[src/rtl/gpio_cfg_loader_pkg.sv]
`default_nettype none
// ============================================================================
// Package    : rfsoc_config
// Description: Shared constants for the PS GPIO configuration loader: GPIO
//              bit assignments, default register widths and the commit FSM
//              state encoding.
// Revision   : 1.0 - initial release
// ============================================================================
package rfsoc_config;

    // GPIO bit assignments (index into gpio_in)
    localparam int c_BIT_SDATA              = 0;
    localparam int c_BIT_MASK_CLK           = 1;
    localparam int c_BIT_CHANNEL_SEL_CLK    = 2;
    localparam int c_BIT_CYCLE_COUNT_CLK    = 3;
    localparam int c_BIT_MUX_SET_CLK        = 4;
    localparam int c_BIT_PL_RST             = 5;
    localparam int c_BIT_TRIGGER_LINE       = 6;
    localparam int c_BIT_ADC_NUM_AVG_CLK    = 7;
    localparam int c_BIT_ADC_NUM_CYCLE_CLK  = 8;
    localparam int c_BIT_PRE_DELAY_CLK      = 9;
    localparam int c_BIT_POST_DELAY_CLK     = 10;
    localparam int c_BIT_LOCKING_WAVE_CLK   = 11;  // reserved, not used here
    localparam int c_BIT_MASK_ENABLE_CLK    = 12;

    // Default widths
    localparam int c_DEF_NUM_CH      = 16;
    localparam int c_DEF_GPIO_W      = 16;
    localparam int c_DEF_CYCLE_W     = 256;
    localparam int c_DEF_ADC_W       = 32;
    localparam int c_DEF_MASK_W      = 16;
    localparam int c_DEF_SYNC_STAGES = 2;

    typedef enum logic [1:0] {
        IDLE   = 2'd0,
        COMMIT = 2'd1,
        FIRE   = 2'd2,
        HOLD   = 2'd3
    } commit_state_t;

endpackage
`default_nettype wire

[src/rtl/gpio_cfg_loader_sync_edge.sv]
`default_nettype none
// ============================================================================
// Module     : gpio_sync_edge
// Description: WIDTH-bit synchroniser (SYNC_STAGES flops, minimum 2) followed
//              by a registered rising-edge detector.
// Ports      : clk, rst (async, active-high)
//              gpio_in    [WIDTH] raw asynchronous inputs
//              sync_level [WIDTH] last synchroniser stage
//              rise       [WIDTH] one-cycle pulse, registered, per rising edge
// Revision   : 1.0 - initial release
// ============================================================================
module gpio_sync_edge #(
    parameter int WIDTH       = 16,
    parameter int SYNC_STAGES = 2
) (
    input  logic             clk,
    input  logic             rst,
    input  logic [WIDTH-1:0] gpio_in,
    output logic [WIDTH-1:0] sync_level,
    output logic [WIDTH-1:0] rise
);

    logic [WIDTH-1:0] r_sync [SYNC_STAGES];
    logic [WIDTH-1:0] r_prev;
    logic [WIDTH-1:0] r_rise;

    // The rise flag is registered so a GPIO edge sampled at edge E is acted
    // on by the consumer at edge E+SYNC_STAGES+1.
    always_ff @(posedge clk or posedge rst) begin
        if (rst) begin
            for (int i = 0; i < SYNC_STAGES; i++) r_sync[i] <= '0;
            r_prev <= '0;
            r_rise <= '0;
        end else begin
            r_sync[0] <= gpio_in;
            for (int i = 1; i < SYNC_STAGES; i++) r_sync[i] <= r_sync[i-1];
            r_prev <= r_sync[SYNC_STAGES-1];
            r_rise <= r_sync[SYNC_STAGES-1] & ~r_prev;
        end
    end

    assign sync_level = r_sync[SYNC_STAGES-1];
    assign rise       = r_rise;

endmodule
`default_nettype wire

[src/rtl/gpio_cfg_loader.sv]
`default_nettype none
// ============================================================================
// Module     : gpio_cfg_loader
// Description: Serial configuration loader from PS GPIO to DAC/ADC fabric.
//              GPIO lines are synchronised and edge-detected; serial data is
//              shifted MSB-first into shadow registers (shared, or broadcast
//              to channels selected by chan_sel) and committed atomically to
//              the active outputs on a trigger, followed by trigger_pulse.
// Ports      : clk, rst (async, active-high), gpio_in[GPIO_W]
//              cycle_count/pre_delay/post_delay[CYCLE_W], adc_num_avg,
//              adc_cycle_count[ADC_W], mask[NUM_CH][MASK_W], mask_en[NUM_CH],
//              mux_sel[NUM_CH], chan_sel[NUM_CH], trigger_pulse, pl_rst_out,
//              busy, cfg_rdata (only with CFG_READBACK_EN)
// Options    : CFG_READBACK_EN - adds cfg_rdata, the MSB of the shadow
//              register shifted most recently.
// Revision   : 1.0 - initial release
// ============================================================================
module gpio_cfg_loader
    import rfsoc_config::*;
#(
    parameter int NUM_CH      = c_DEF_NUM_CH,
    parameter int GPIO_W      = c_DEF_GPIO_W,
    parameter int CYCLE_W     = c_DEF_CYCLE_W,
    parameter int ADC_W       = c_DEF_ADC_W,
    parameter int MASK_W      = c_DEF_MASK_W,
    parameter int SYNC_STAGES = c_DEF_SYNC_STAGES
) (
    input  logic                          clk,
    input  logic                          rst,
    input  logic [GPIO_W-1:0]             gpio_in,
    output logic [CYCLE_W-1:0]            cycle_count,
    output logic [CYCLE_W-1:0]            pre_delay,
    output logic [CYCLE_W-1:0]            post_delay,
    output logic [ADC_W-1:0]              adc_num_avg,
    output logic [ADC_W-1:0]              adc_cycle_count,
    output logic [NUM_CH-1:0][MASK_W-1:0] mask,
    output logic [NUM_CH-1:0]             mask_en,
    output logic [NUM_CH-1:0]             mux_sel,
    output logic [NUM_CH-1:0]             chan_sel,
    output logic                          trigger_pulse,
    output logic                          pl_rst_out,
    output logic                          busy
`ifdef CFG_READBACK_EN
    ,
    output logic                          cfg_rdata
`endif
);

    logic [GPIO_W-1:0] w_level;
    logic [GPIO_W-1:0] w_rise;
    logic              w_sdata;
    logic              w_pl_rst;
    logic              w_unused;

    gpio_sync_edge #(
        .WIDTH       (GPIO_W),
        .SYNC_STAGES (SYNC_STAGES)
    ) u_sync (
        .clk        (clk),
        .rst        (rst),
        .gpio_in    (gpio_in),
        .sync_level (w_level),
        .rise       (w_rise)
    );

    assign w_sdata  = w_level[c_BIT_SDATA];
    assign w_pl_rst = w_level[c_BIT_PL_RST];
    assign w_unused = ^{w_level, w_rise};

    // ------------------------------------------------------------------
    // Shadow registers and channel select
    // ------------------------------------------------------------------
    logic [CYCLE_W-1:0]            r_sh_cycle, r_sh_pre, r_sh_post;
    logic [ADC_W-1:0]              r_sh_avg, r_sh_acyc;
    logic [NUM_CH-1:0][MASK_W-1:0] r_sh_mask;
    logic [NUM_CH-1:0]             r_sh_mask_en, r_sh_mux;
    logic [NUM_CH-1:0]             r_chan_sel;

    always_ff @(posedge clk or posedge rst) begin
        if (rst) begin
            r_sh_cycle   <= '0;
            r_sh_pre     <= '0;
            r_sh_post    <= '0;
            r_sh_avg     <= '0;
            r_sh_acyc    <= '0;
            r_sh_mask    <= '0;
            r_sh_mask_en <= '0;
            r_sh_mux     <= '0;
            r_chan_sel   <= '0;
        end else if (w_pl_rst) begin
            r_sh_cycle   <= '0;
            r_sh_pre     <= '0;
            r_sh_post    <= '0;
            r_sh_avg     <= '0;
            r_sh_acyc    <= '0;
            r_sh_mask    <= '0;
            r_sh_mask_en <= '0;
            r_sh_mux     <= '0;
            r_chan_sel   <= '0;
        end else begin
            if (w_rise[c_BIT_CYCLE_COUNT_CLK])   r_sh_cycle <= {r_sh_cycle[CYCLE_W-2:0], w_sdata};
            if (w_rise[c_BIT_PRE_DELAY_CLK])     r_sh_pre   <= {r_sh_pre[CYCLE_W-2:0], w_sdata};
            if (w_rise[c_BIT_POST_DELAY_CLK])    r_sh_post  <= {r_sh_post[CYCLE_W-2:0], w_sdata};
            if (w_rise[c_BIT_ADC_NUM_AVG_CLK])   r_sh_avg   <= {r_sh_avg[ADC_W-2:0], w_sdata};
            if (w_rise[c_BIT_ADC_NUM_CYCLE_CLK]) r_sh_acyc  <= {r_sh_acyc[ADC_W-2:0], w_sdata};
            // Per-channel registers: broadcast to every selected channel,
            // using chan_sel as it stood before this edge.
            for (int ch = 0; ch < NUM_CH; ch++) begin
                if (r_chan_sel[ch]) begin
                    if (w_rise[c_BIT_MASK_CLK])
                        r_sh_mask[ch] <= {r_sh_mask[ch][MASK_W-2:0], w_sdata};
                    if (w_rise[c_BIT_MASK_ENABLE_CLK]) r_sh_mask_en[ch] <= w_sdata;
                    if (w_rise[c_BIT_MUX_SET_CLK])     r_sh_mux[ch]     <= w_sdata;
                end
            end
            if (w_rise[c_BIT_CHANNEL_SEL_CLK]) r_chan_sel <= {r_chan_sel[NUM_CH-2:0], w_sdata};
        end
    end

    // ------------------------------------------------------------------
    // Commit FSM
    // ------------------------------------------------------------------
    commit_state_t r_state, w_state_nxt;
    logic          r_pulse, w_pulse_nxt;
    logic          w_commit;
    logic          w_busy;

    always_ff @(posedge clk or posedge rst) begin
        if (rst) begin
            r_state <= IDLE;
            r_pulse <= 1'b0;
        end else begin
            r_state <= w_state_nxt;
            r_pulse <= w_pulse_nxt;
        end
    end

    // The pulse is registered out of FIRE so it lands one cycle after the
    // active registers change.
    always_comb begin
        w_state_nxt = r_state;
        w_pulse_nxt = 1'b0;
        w_commit    = 1'b0;
        w_busy      = (r_state != IDLE);
        case (r_state)
            IDLE:    if (w_rise[c_BIT_TRIGGER_LINE]) w_state_nxt = COMMIT;
            COMMIT:  begin
                w_commit    = 1'b1;
                w_state_nxt = FIRE;
            end
            FIRE:    begin
                w_pulse_nxt = 1'b1;
                w_state_nxt = HOLD;
            end
            HOLD:    if (!w_level[c_BIT_TRIGGER_LINE]) w_state_nxt = IDLE;
            default: w_state_nxt = IDLE;
        endcase
        if (w_pl_rst) begin
            w_state_nxt = IDLE;
            w_pulse_nxt = 1'b0;
            w_commit    = 1'b0;
        end
    end

    // ------------------------------------------------------------------
    // Active registers
    // ------------------------------------------------------------------
    logic [CYCLE_W-1:0]            r_cycle, r_pre, r_post;
    logic [ADC_W-1:0]              r_avg, r_acyc;
    logic [NUM_CH-1:0][MASK_W-1:0] r_mask;
    logic [NUM_CH-1:0]             r_mask_en, r_mux;

    always_ff @(posedge clk or posedge rst) begin
        if (rst) begin
            r_cycle   <= '0;
            r_pre     <= '0;
            r_post    <= '0;
            r_avg     <= '0;
            r_acyc    <= '0;
            r_mask    <= '0;
            r_mask_en <= '0;
            r_mux     <= '0;
        end else if (w_pl_rst) begin
            r_cycle   <= '0;
            r_pre     <= '0;
            r_post    <= '0;
            r_avg     <= '0;
            r_acyc    <= '0;
            r_mask    <= '0;
            r_mask_en <= '0;
            r_mux     <= '0;
        end else if (w_commit) begin
            r_cycle   <= r_sh_cycle;
            r_pre     <= r_sh_pre;
            r_post    <= r_sh_post;
            r_avg     <= r_sh_avg;
            r_acyc    <= r_sh_acyc;
            r_mask    <= r_sh_mask;
            r_mask_en <= r_sh_mask_en;
            r_mux     <= r_sh_mux;
        end
    end

    assign cycle_count     = r_cycle;
    assign pre_delay       = r_pre;
    assign post_delay      = r_post;
    assign adc_num_avg     = r_avg;
    assign adc_cycle_count = r_acyc;
    assign mask            = r_mask;
    assign mask_en         = r_mask_en;
    assign mux_sel         = r_mux;
    assign chan_sel        = r_chan_sel;
    assign trigger_pulse   = r_pulse;
    assign pl_rst_out      = w_pl_rst;
    assign busy            = w_busy;

`ifdef CFG_READBACK_EN
    // ------------------------------------------------------------------
    // Readback: remember which register shifted last and return its MSB
    // ------------------------------------------------------------------
    localparam logic [3:0] c_SRC_NONE    = 4'd0;
    localparam logic [3:0] c_SRC_CYCLE   = 4'd1;
    localparam logic [3:0] c_SRC_PRE     = 4'd2;
    localparam logic [3:0] c_SRC_POST    = 4'd3;
    localparam logic [3:0] c_SRC_AVG     = 4'd4;
    localparam logic [3:0] c_SRC_ACYC    = 4'd5;
    localparam logic [3:0] c_SRC_MASK    = 4'd6;
    localparam logic [3:0] c_SRC_MASK_EN = 4'd7;
    localparam logic [3:0] c_SRC_MUX     = 4'd8;
    localparam logic [3:0] c_SRC_CSEL    = 4'd9;

    logic [3:0] r_rb_src, w_rb_src_nxt;
    logic       r_cfg_rdata, w_rb_msb;
    logic       w_first_mask, w_first_en, w_first_mux;

    // When several clocks rise together they all carry the same bit, so
    // any one of them is a valid source; the lowest code wins.
    always_comb begin
        w_rb_src_nxt = r_rb_src;
        if      (w_rise[c_BIT_CYCLE_COUNT_CLK])   w_rb_src_nxt = c_SRC_CYCLE;
        else if (w_rise[c_BIT_PRE_DELAY_CLK])     w_rb_src_nxt = c_SRC_PRE;
        else if (w_rise[c_BIT_POST_DELAY_CLK])    w_rb_src_nxt = c_SRC_POST;
        else if (w_rise[c_BIT_ADC_NUM_AVG_CLK])   w_rb_src_nxt = c_SRC_AVG;
        else if (w_rise[c_BIT_ADC_NUM_CYCLE_CLK]) w_rb_src_nxt = c_SRC_ACYC;
        else if (w_rise[c_BIT_MASK_CLK])          w_rb_src_nxt = c_SRC_MASK;
        else if (w_rise[c_BIT_MASK_ENABLE_CLK])   w_rb_src_nxt = c_SRC_MASK_EN;
        else if (w_rise[c_BIT_MUX_SET_CLK])       w_rb_src_nxt = c_SRC_MUX;
        else if (w_rise[c_BIT_CHANNEL_SEL_CLK])   w_rb_src_nxt = c_SRC_CSEL;
    end

    // Lowest-indexed selected channel: scan downward so the last hit wins.
    always_comb begin
        w_first_mask = 1'b0;
        w_first_en   = 1'b0;
        w_first_mux  = 1'b0;
        for (int ch = NUM_CH - 1; ch >= 0; ch--) begin
            if (r_chan_sel[ch]) begin
                w_first_mask = r_sh_mask[ch][MASK_W-1];
                w_first_en   = r_sh_mask_en[ch];
                w_first_mux  = r_sh_mux[ch];
            end
        end
    end

    always_comb begin
        w_rb_msb = 1'b0;
        case (r_rb_src)
            c_SRC_CYCLE:   w_rb_msb = r_sh_cycle[CYCLE_W-1];
            c_SRC_PRE:     w_rb_msb = r_sh_pre[CYCLE_W-1];
            c_SRC_POST:    w_rb_msb = r_sh_post[CYCLE_W-1];
            c_SRC_AVG:     w_rb_msb = r_sh_avg[ADC_W-1];
            c_SRC_ACYC:    w_rb_msb = r_sh_acyc[ADC_W-1];
            c_SRC_MASK:    w_rb_msb = w_first_mask;
            c_SRC_MASK_EN: w_rb_msb = w_first_en;
            c_SRC_MUX:     w_rb_msb = w_first_mux;
            c_SRC_CSEL:    w_rb_msb = r_chan_sel[NUM_CH-1];
            default:       w_rb_msb = 1'b0;
        endcase
    end

    always_ff @(posedge clk or posedge rst) begin
        if (rst) begin
            r_rb_src    <= c_SRC_NONE;
            r_cfg_rdata <= 1'b0;
        end else begin
            r_rb_src    <= w_rb_src_nxt;
            r_cfg_rdata <= w_rb_msb;
        end
    end

    assign cfg_rdata = r_cfg_rdata;
`endif

endmodule
`default_nettype wire

[config.mk]
export PLATFORM = sky130hd
export DESIGN_NAME = gpio_cfg_loader
export DESIGN_NICKNAME = d
export VERILOG_FILES = /design/src/rtl/gpio_cfg_loader_pkg.sv /design/src/rtl/gpio_cfg_loader_sync_edge.sv /design/src/rtl/gpio_cfg_loader.sv
export SDC_FILE = /design/constraint.sdc
export NUM_CORES = 2
export LEC_CHECK = 0
export CAP_MARGIN = 30
export CORE_MARGIN = 2
export CORE_UTILIZATION = 40
export CTS_CLUSTER_SIZE = 28
export DETAILED_ROUTE_END_ITERATION = 6
export PLACE_DENSITY_LB_ADDON = 0.1
export SYNTH_ARGS = -nofsm -noshare
export SYNTH_HDL_FRONTEND = slang
export SYNTH_SLANG_ARGS = --single-unit
export TNS_END_PERCENT = 50
[constraint.sdc]
create_clock -name clk -period 90.7 [get_ports clk]
set_input_delay 13.605 -clock clk [delete_from_list [all_inputs] [get_ports clk]]
set_output_delay 13.605 -clock clk [all_outputs]
set_load 0.01 [all_outputs]
### Word level (Yosys, flattened, before mapping)

Index checks and enable logic that the tools add are counted.

* register bits after elaboration: 2311
* logic and storage cells: 272

* bitwise logic cells: 2
* mux-type cells: 105
* reductions and logical operators: 77
* equal/unequal tests: 5

Operators by type and width (number)
* 256-bit 2-to-1 mux: 15
* 16-bit 2-to-1 mux: 40
* 32-bit 2-to-1 mux: 8
* 2-bit AND reduction: 49
* 2-bit nonzero test: 27
* 1-bit 2-to-1 mux: 38
* 13-bit bitwise AND: 1
* 13-bit NOT: 1
* 2-bit case mux with 4 select lines: 1
* 2-bit 2-to-1 mux: 3
* 2-bit == test, second input constant: 2
* 3-bit by 1-bit != test with 1-bit output, second input constant: 1
* 3-bit != test, second input constant: 1
* 2-bit by 1-bit == test with 1-bit output, second input constant: 1
* 2-bit logical NOT: 1

### Logic depth before layout (Yosys ltp)

* depth after elaboration: 5
* gate-level depth with buffers: 8

### Modules after synthesis

From an unflattened synthesis, not the netlist that was laid out.

* cell total of the unflattened synthesis: 7739
* area, all modules: 92979.2 µm²

Modules (own cells, without submodules)
* gpio_cfg_loader: cells an instance 7642, area an instance 91033.6 µm², seq. area each 56529.2 µm², times used 1
* gpio_sync_edge: cells an instance 97, area an instance 1945.6 µm², seq. area each 1601.5 µm², times used 1

### Least setup slack after synthesis

OpenSTA, ideal clock, no wires.

* path kind: flip-flop to output port
* start: register r_state[0]
* end: output busy
* cell stages (with the launch flop): 4
* buffers on the path: 0
* path slack: 76375 ps
* arrival: 720 ps
* cells stage by stage: dfrtp_1 > inv_1 > ha_1 > inv_1

* longest elaborated chain between the ends: 1

RTL lines
* from (decl): RTL line gpio_cfg_loader.sv:123 `commit_state_t r_state, w_state_nxt;`
* from (signal assigned): RTL line gpio_cfg_loader.sv:133 `r_state <= w_state_nxt;`
* 2-bit nonzero test: RTL line gpio_cfg_loader.sv:144 `w_busy = (r_state != IDLE);`
* to (decl): RTL line gpio_cfg_loader.sv:42 `output logic busy`

Every way passes these cells.

==> qor.tcl <==
set qor(run_status) {finished, final reports clean}
set qor(post_cts.resized_instances) 0
set qor(synth_fa_ha_area_frac) 0.000542
set qor(drt-pass1-iter-count) 5
set qor(die_span_x_um) 485
set qor(fillerInstances) 20600
set qor(met1_usage) 0.268
set qor(cp.required_ps) 91580
set qor(via_count) 58300
set qor(drcViolationCount) 0
set qor(core.rowCount) 176
set qor(clkTransAtPathRegs_ps) 60
set qor(initial_core_utilization) 0.402
set qor(complex_gate_fraction_of_the_synthesized_area) 0.0170
set qor(cts_made_buffers) 276
set qor(globalRouteMet2Util) 0.331
set qor(floorplan.die.height_um) 485
set qor(globalplace.congestion) 0.818
set qor(clock_tree.root_cell) {clkbuf_16}
set qor(global_route_wire_length_before_repair_mm) 387
set qor(power_density_relative_to_cell_area_nw_per_um2) 21.2
set qor(synth_top_family_by_area) {multiplexers}
set qor(min_period_over_period) 0.188
set qor(syn_area_um2) 92400
set qor(globalRouteTotalUtil) 0.214
set qor(first_iter_violations) 3864
set qor(maxCapViolations) 0
set qor(synthXorXnorAreaFrac) 0
set qor(ys_types) 20
set qor(synth-seq-area-share) 0.624
set qor(criticalPathCategory) {primary input to async pin}
set qor(layout.cells.most_common_list) {dfrtp_1, nor2_1, mux2i_1}
set qor(setup.worst_path.start_class) {primary input}
set qor(finish.net_count) 8731
set qor(route.antenna.remaining_nets) 0
set qor(relSlewSlack) 0.183
set qor(grt_setup_unrepaired) {no}
set qor(antenna_found_initial) 10
set qor(yosys_register_bits) 2303
set qor(post_route_cells_drive_above_1_share) 0.0589
set qor(dp_hpwl_mm) 172
set qor(numPortBuffers) 1152
set qor(tritoncts) {done}
set qor(holdCritPathClass) {flip-flop to flip-flop}
set qor(power.static_leakage_nw) 51.5
set qor(core-area_um2) 230000
set qor(route.detailed.vias_per_inst) 4.90
set qor(fin_area_um2) 115000
set qor(crit_arrival_ps) 17930
set qor(synthCells) 7696
set qor(synth_warnings) 0
set qor(timing_worst_slew_pin_value_ps) 1230
set qor(post_dp_cell_area_um2) 106000
set qor(critical_path_peak_fanout) 170
set qor(clkLatencyLatePin_ps) 920
set qor(design.die.area_um2) 235000
set qor(report.final.setup_viol) 0
set qor(largest_net_degree_at_the_start_of_global_routing) 187
set qor(fmax_mhz) 58.6
set qor(gr-max-usage-layer) {met2}
set qor(timing.final.crit_period_ps) 17060
set qor(groute.layer.met3.usage) 0.0891
set qor(fin_worst_skew_ps) 82.2
set qor(worst_ir_drop_vdd_mv) 0.0179
set qor(via_count_of_the_first_global_routing_pass) 58600
set qor(postSynthAreaPerCell_um2) 12.0
set qor(clock-sinks) 2303
set qor(cts.path.max_buffers) 4
set qor(worst_setup_end_kind) {async pin}
set qor(routedWlPerCell_um) 21.4
set qor(design.portCount) 1157
set qor(synth_simple_gate_area_frac) 0.112
set qor(drt_wl_total_mm) 255
set qor(final_hold_vio_count) 0
set qor(totalNegativeSetupSlack_ps) 0
set qor(area_overhead_vs_synth_pct) 24.0
set qor(syn-num-nets) 7718
set qor(final_common_cell) {dfrtp_1}
set qor(cts-htree-levels) 5
set qor(cts_hold_repair.buffers) 0
set qor(post_cts_repair_setup_buffers) 0
set qor(synth_mux_area_frac) 0.213
set qor(gr-total-overflow) 0
set qor(finalMaxSlewViolations) 0
## synthesized netlist by cell type
cell	number	area (um^2)
a21oi_2	10	87.6
nor2b_1	11	68.8
nand3_1	32	160
buf_2	351	1760
mux2_2	1	11.3
nand2_1	320	1200
o21ai_0	211	1060
ha_1	4	50.1
nand2b_1	243	1520
clkbuf_2	9	45.0
a2bb2oi_1	1	8.76
o21ai_1	45	225
buf_6	40	450
clkbuf_1	45	169
mux2i_1	1969	19700
buf_4	89	668
nor2_1	1970	7390
dfrtp_1	2303	57600
a21oi_1	38	190
inv_1	4	15.0
## worst paths after layout
| check | start | slack [ps] | to | cells after the start |
|---|---|---|---|---|
| worst max-delay path | rst | 73640 | cycle_count[24] | 6 |
| worst min-delay path | u_sync.r_sync[22] | 350 | u_sync.sync_level[6] | 0 |
| worst max register to register | u_sync.sync_level[5] | 85060 | post_delay[64] | 9 |
| worst min register to register | u_sync.r_sync[22] | 350 | u_sync.sync_level[6] | 0 |
| max in group clk | u_sync.sync_level[5] | 74640 | pl_rst_out | 1 |
| min in group asynchronous | rst | 13220 | post_delay[201] | 2 |
## metrics by stage
step	power [mW]	hold slack (ps)	utilization	cells	worst slack, ps
detailed placement	1.40	335	0.461	11500	72460
global route	2.52	352	0.498	11900	72930
CTS	2.46	347	0.498	11900	73460
finish	2.43	345	0.498	11900	73640
global placement	1.39	333	0.459	11400	72510
floorplan	1.35	331	-	7696	12020
## cell families after synthesis
group | after synthesis
AND/OR/NAND/NOR | 2576
adder cells (fa/ha/maj) | 4
multiplexers | 1970
AO/OA/AOI/OAI | 305
flip-flops | 2303
buffers and inverters | 538
## state kept, by name, summed over array words and instances, names as in the netlist, 16 cells and up
register,cells
r_sh_mask,256
cycle_count,256
r_sh_cycle,256
r_sh_pre,256
r_sh_avg,32
r_sh_acyc,32
mux_sel,16
adc_num_avg,32
adc_cycle_count,32
mask_en,16
pre_delay,256
r_sh_mask_en,16
r_sh_mux,16
chan_sel,16
mask,256
post_delay,256
r_sh_post,256
## power by group
part	leakage (nW)	switching (mW)	total, mW	internal [mW]
clock	4.17	0.419	1.05	0.628
sequential	32.1	0.00590	1.04	1.03
combinational	15.2	0.200	0.339	0.138
## critical path, stage by stage
cell and delay, ps:
clkdlybuf4s50_1 490, inv_8 530, buf_12 730, buf_12 600
buf_12 710, buf_4 830
## per-layer routing
metal	wire, um	share of wire
met5	37	0.00015
met4	9510	0.037
met3	23300	0.091
met2	116000	0.46
met1	106000	0.41
## area by class of cell
cell class | instances | area (um^2) | share of cell area
repair buffers | 1269 | 13000 | 0.113
clock inverters | 49 | 503 | 0.00439
inverters | 4 | 22.5 | 0.000197
diodes | 4 | 10.0 | 0.0000873
multi-input cells | 4855 | 31700 | 0.277
well taps | 3026 | 3790 | 0.0330
clock buffers | 394 | 7960 | 0.0694
flip-flops and latches | 2303 | 57600 | 0.503
Note: power is estimated with default switching activity, not from simulation.
